File: src/rtl/a2d_rr_intf.sv
`default_nettype none
// ============================================================================
// Module   : a2d_rr_intf
// Brief    : Round-robin SPI master for an off-board 8-channel 12-bit A2D.
//            Converts batt/curr/brake/torque and holds the latest results.
//            Optional macro A2D_AVG2_EN: two-point rounding average per channel.
// Revision : 1.0 - initial release
// ============================================================================
module a2d_rr_intf #(
  parameter int CONV_PERIOD_W = 14,
  parameter int SCLK_DIV_W    = 5
) (
  input  logic        clk,
  input  logic        rst,
  input  logic        MISO,
  output logic        SS_n,
  output logic        SCLK,
  output logic        MOSI,
  output logic [11:0] batt,
  output logic [11:0] curr,
  output logic [11:0] brake,
  output logic [11:0] torque,
  output logic        cnv_cmplt
);

  typedef enum logic [2:0] {
    IDLE = 3'd0,
    TX1  = 3'd1,
    GAP  = 3'd2,
    TX2  = 3'd3,
    UPD  = 3'd4
  } state_t;

  // Divider preload puts the first SCLK fall a few clocks after SS_n drops
  localparam logic [SCLK_DIV_W-1:0] c_DIV_LOAD   = {1'b1, {(SCLK_DIV_W-4){1'b0}}, 3'b111};
  localparam logic [SCLK_DIV_W-1:0] c_DIV_SAMPLE = {1'b0, {(SCLK_DIV_W-1){1'b1}}};
  localparam logic [SCLK_DIV_W-1:0] c_DIV_SHIFT  = {SCLK_DIV_W{1'b1}};

  state_t                   r_state;
  logic [CONV_PERIOD_W-1:0] r_period;
  logic [SCLK_DIV_W-1:0]    r_div;
  logic [15:0]              r_shft;
  logic [4:0]               r_bit_cnt;
  logic [1:0]               r_idx;
  logic                     r_ss_n;
  logic                     r_miso;
  logic                     r_gap;
  logic                     r_cnv_cmplt;
  logic [11:0]              r_batt;
  logic [11:0]              r_curr;
  logic [11:0]              r_brake;
  logic [11:0]              r_torque;

  logic [2:0]               w_chnl;
  logic [15:0]              w_cmd;
  logic [15:0]              w_rx;
  logic [11:0]              w_new;
  logic                     w_start;
  logic                     w_tx_done;

  always_comb begin
    case (r_idx)
      2'd0:    w_chnl = 3'd0;
      2'd1:    w_chnl = 3'd1;
      2'd2:    w_chnl = 3'd3;
      default: w_chnl = 3'd4;
    endcase
    w_cmd     = {2'b00, w_chnl, 11'h000};
    w_rx      = {r_shft[14:0], r_miso};
    w_start   = &r_period;
    w_tx_done = (r_div == c_DIV_SHIFT) && (r_bit_cnt == 5'd16);
  end

`ifdef A2D_AVG2_EN
  logic [3:0]  r_vld;
  logic [11:0] w_old;

  always_comb begin
    case (r_idx)
      2'd0:    w_old = r_batt;
      2'd1:    w_old = r_curr;
      2'd2:    w_old = r_brake;
      default: w_old = r_torque;
    endcase
    w_new = r_vld[r_idx] ? 12'(({1'b0, w_old} + {1'b0, w_rx[11:0]} + 13'd1) >> 1)
                         : w_rx[11:0];
  end
`else
  assign w_new = w_rx[11:0];
`endif

  always_ff @(posedge clk or posedge rst) begin
    if (rst) r_period <= '0;
    else     r_period <= r_period + CONV_PERIOD_W'(1);
  end

  always_ff @(posedge clk or posedge rst) begin
    if (rst) begin
      r_state     <= IDLE;
      r_ss_n      <= 1'b1;
      r_shft      <= '0;
      r_div       <= '0;
      r_bit_cnt   <= '0;
      r_miso      <= 1'b0;
      r_gap       <= 1'b0;
      r_idx       <= '0;
      r_cnv_cmplt <= 1'b0;
      r_batt      <= '0;
      r_curr      <= '0;
      r_brake     <= '0;
      r_torque    <= '0;
`ifdef A2D_AVG2_EN
      r_vld       <= '0;
`endif
    end else begin
      r_cnv_cmplt <= 1'b0;
      case (r_state)
        IDLE: begin
          if (w_start) begin
            r_ss_n    <= 1'b0;
            r_shft    <= w_cmd;
            r_div     <= c_DIV_LOAD;
            r_bit_cnt <= '0;
            r_state   <= TX1;
          end
        end
        TX1, TX2: begin
          r_div <= r_div + SCLK_DIV_W'(1);
          if (r_div == c_DIV_SAMPLE) begin
            r_miso    <= MISO;
            r_bit_cnt <= r_bit_cnt + 5'd1;
          end
          if ((r_div == c_DIV_SHIFT) && (r_bit_cnt != 5'd0))
            r_shft <= w_rx;
          if (w_tx_done) begin
            r_ss_n <= 1'b1;
            if (r_state == TX1) begin
              r_gap   <= 1'b0;
              r_state <= GAP;
            end else begin
              // Result lands on UPD entry so it is visible while cnv_cmplt is high
              case (r_idx)
                2'd0:    r_batt   <= w_new;
                2'd1:    r_curr   <= w_new;
                2'd2:    r_brake  <= w_new;
                default: r_torque <= w_new;
              endcase
`ifdef A2D_AVG2_EN
              r_vld[r_idx] <= 1'b1;
`endif
              r_cnv_cmplt <= 1'b1;
              r_state     <= UPD;
            end
          end
        end
        GAP: begin
          r_gap <= 1'b1;
          if (r_gap) begin
            r_ss_n    <= 1'b0;
            r_shft    <= w_cmd;
            r_div     <= c_DIV_LOAD;
            r_bit_cnt <= '0;
            r_state   <= TX2;
          end
        end
        UPD: begin
          r_idx   <= r_idx + 2'd1;
          r_state <= IDLE;
        end
        default: r_state <= IDLE;
      endcase
    end
  end

  assign SS_n      = r_ss_n;
  assign SCLK      = r_ss_n ? 1'b1 : r_div[SCLK_DIV_W-1];
  assign MOSI      = r_shft[15];
  assign batt      = r_batt;
  assign curr      = r_curr;
  assign brake     = r_brake;
  assign torque    = r_torque;
  assign cnv_cmplt = r_cnv_cmplt;

endmodule
`default_nettype wire

File: config.mk
export PLATFORM = sky130hd
export DESIGN_NAME = a2d_rr_intf
export DESIGN_NICKNAME = d
export VERILOG_FILES = /design/src/rtl/a2d_rr_intf.sv
export SDC_FILE = /design/constraint.sdc
export NUM_CORES = 1
export LEC_CHECK = 0
export ABC_AREA = 0
export CORE_MARGIN = 4
export CORE_UTILIZATION = 50
export DETAILED_ROUTE_END_ITERATION = 8
export PLACE_DENSITY_LB_ADDON = 0.12
export SLEW_MARGIN = 20
export SYNTH_ARGS = -nofsm -noshare
export SYNTH_HDL_FRONTEND = slang
export SYNTH_SLANG_ARGS = --single-unit
File: constraint.sdc
create_clock -name clk -period 4 [get_ports clk]
set_clock_uncertainty 0.1 [all_clocks]
set_input_delay 0.8 -clock clk [delete_from_list [all_inputs] [get_ports clk]]
set_output_delay 0.8 -clock clk [all_outputs]
set_load 0.03 [all_outputs]
==> flow_metrics.tcl <==
set metrics [dict create \
    netlist_instances 319 \
    async_reset_ff_share_pct 100 \
    cp_slowest_cell "clkdlybuf4s50_1" \
    hold_start "r_period[0]$_DFF_PP0_" \
    synth.distinct_cells 44 \
    synth_edf_count 0 \
    grt_max_degree 56 \
    worstPathCellList "or2_2, clkdlybuf4s50_1" \
    timing.setup.tns_ns 0 \
    p_per_area_nw_per_um2 321 \
    grt_pass1_vias 2646 \
    cts_tree "done" \
    htreeDepth 3 \
    timing.rr.start "r_div[0]$_DFFE_PP0P_" \
    holdPathEnd "r_period[0]$_DFF_PP0_" \
    synthFlopType "dfrtp_1" \
    n_antenna_cell 0 \
    crit_path_start_kind "flip-flop" \
    status "completed" \
    cts_made_buffers 9 \
    p_leak_nw 2.47 \
    grt-ovfl-total 0 \
    rrSetupSlack_ns 1.58 \
    final_area_um2 5010 \
    period_needed_ns 2.56 \
    synth_top_area_share_pct 57.1 \
    path_clk_slew_ns 0.10 \
    cp_max_fo 3 \
    core_area_um2 8220 \
    dr.pass1.iters 4 \
    gp_congestion 0.759 \
    worst-setup-path-type "flip-flop to output pin" \
    die_area_um2 9940 \
    setup_slack_ns 1.44 \
    final_cells 485 \
    post_cts_buffers 0 \
    cp-end-kind "output pin" \
    drive_above_1_share_pct 21.3 \
    drv_cap 0 \
    vias 2562 \
    multi_input_area_um2 1600 \
    dp_slack_ns 1.56 \
    ys_ff_latch 97 \
    r2r-end "r_shft[13]$_DFFE_PP0P_" \
    num_io_pins 55 \
    worstMarginPinSlew_ns 0.740 \
    dp_hpwl_um 5410 \
    synth_area_leaders "dfrtp_1 (57%), mux2_2 (13%), mux2i_1 (3.3%)" \
    critPathTopFamily "buffers and inverters" \
    finalSetupViolCount 0 \
    clock_path_buffers 2 \
    routed_wl_um 7730 \
    cts_root_buffer "clkbuf_8" \
    hold_depth 1 \
    syn_avg_cell_area_um2 13.2 \
    yosysWarnings 0 \
    max_stage_delay_ns 0.66 \
    rsz0062_at_grt "false" \
    cp.required_ns 3.10 \
    die_w_um 99.7 \
    seq_area_frac_synth_pct 57.8 \
    syn-num-nets 333 \
    wl_per_cell_um 15.9 \
    max_freq_mhz 390 \
    cts.sinks 97 \
    place_area_um2 4820 \
    hold_slack_ns 0.382 \
    ir_drop_mv 0.162 \
    rr_worst_depth 6 \
    regArea_um2 2430 \
    path_buf_inv 1 \
    arrival_ns 1.66 \
    n_fill_cell 693 \
    hold_buffers 0 \
    maxSlewViolCount 0 \
    grt_first_pass_wirelength_um 13300 \
    grt_use_total_pct 17.1 \
    fin_nets 389 \
    hp-class "flip-flop to flip-flop" \
    die_y_um 99.7 \
    start_util_pct 51.2 \
    cts.repair.resized 0 \
    portBuffers 54 \
    vias_per_cell 5.28 \
    max_slew_margin_pct 50.6 \
    place_inst 469 \
    antenna_found_initial 0 \
    syn_area_um2 4200 \
    min_period_over_period_pct 64.1 \
    dr.first_iter.drc_count 116 \
    drc 0 \
    num_rows 33 \
    hold_viol_final 0 \
    syn2layout_area_growth_pct 19.2 \
    yosysTopAreaCell "dfrtp_1" \
    clk_latency_ns 0.36 \
    antenna_left 0 \
]
state kept, by name, indices dropped and copies added, names as in the netlist:
register / count
SS_n: 1
batt: 12
brake: 12
cnv_cmplt: 1
curr: 12
r_bit_cnt: 5
r_div: 5
r_gap: 1
r_idx: 2
r_miso: 1
r_period: 14
r_shft: 16
r_state: 3
torque: 12
layout by cell type, fill, tap and decap left out, types with 3 or more instances in the layout:
cell type and instances:
or2_2 3, a21oi_1 5, dfrtp_1 96, nand2_2 4
mux2i_1 14, clkinvlp_4 3, nand2_1 22, a22o_1 3
clkbuf_8 10, nand4_1 5, nand3_1 7, clkdlybuf4s50_1 54
mux2_2 48, and4_1 3, nor2_1 7, xnor2_1 7
o21ai_0 5, xor2_1 6, inv_1 23, mux2_1 8
ha_1 11
worst max path at each step:
stage	from	end	slack [ns]	cells past startpoint
floorplan	rst	batt[0]$_DFFE_PP0P_	0.57	1
CTS	SS_n$_DFFE_PP1P_	SCLK	1.42	2
finish	SS_n$_DFFE_PP1P_	SCLK	1.44	2
global placement	r_div[0]$_DFFE_PP0P_	r_shft[13]$_DFFE_PP0P_	1.59	6
global route	SS_n$_DFFE_PP1P_	SCLK	1.37	2
detailed placement	r_div[0]$_DFFE_PP0P_	r_shft[13]$_DFFE_PP0P_	1.56	6
where the power goes:
part | total, W | internal, W | switching [W]
Combinational | 0.0000233 | 0.00000424 | 0.0000190
Sequential | 0.000981 | 0.000980 | 0.000000905
Clock | 0.000603 | 0.000251 | 0.000352
Total | 0.00161 | 0.00124 | 0.000372
synthesized netlist by cell type (2+ instances only):
master     number
a21o_1          2
a21oi_1         5
a22o_1          3
a22oi_1         2
and3_1          2
and4_1          3
buf_2           2
buf_6           5
clkbuf_1        4
dfrtp_1        96
ha_1           11
inv_1          24
mux2_1          8
mux2_2         48
mux2i_1        14
nand2_1        22
nand2_2         4
nand3_1         7
nand4_1         5
nor2_1          7
o21ai_0         5
o22a_1          2
o2bb2ai_1       2
o31ai_1         2
or2_2           3
or3_1           2
xnor2_1         7
xor2_1          6
cell families (layout without fill, tap and decap cells):
| kind of cell | count (synthesis) | count (layout) | synth area share (%) |
|---|---|---|---|
| compound gates | 29 | 29 | 5.27 |
| xor+xnor | 13 | 13 | 2.71 |
| fa+ha+maj | 11 | 11 | 3.27 |
| buf+inv | 35 | 96 | 4.08 |
| flops | 97 | 97 | 57.8 |
| mux | 70 | 70 | 18.3 |
| simple gates | 64 | 64 | 8.57 |
layer usage:
layer / vias to the layer above / track usage [%] / wire length (um)
li1: 1208 / - / -
met1: 1294 / 23.9 / 3630
met2: 52 / 27.0 / 3770
met3: 8 / 3.44 / 247
met4: 0 / 5.04 / 91
met5: - / 0 / 0
through the flow:
stage | util [%] | total power [W]
floorplan | - | 0.00102
global placement | 58.7 | 0.00103
detailed placement | 58.7 | 0.00103
CTS | 61.0 | 0.00163
global route | 61.0 | 0.00167
finish | 61.0 | 0.00161
cell type report:
cell class              count  area share [%]
flip-flops and latches     97            48.5
multi-input cells         187            32.0
repair buffers             56            11.3
clock buffers              10            2.75
well taps                 105            2.62
inverters                  24            1.82
clock inverters             6            1.02
No activity file was read; power rests on OpenSTA's default activity.
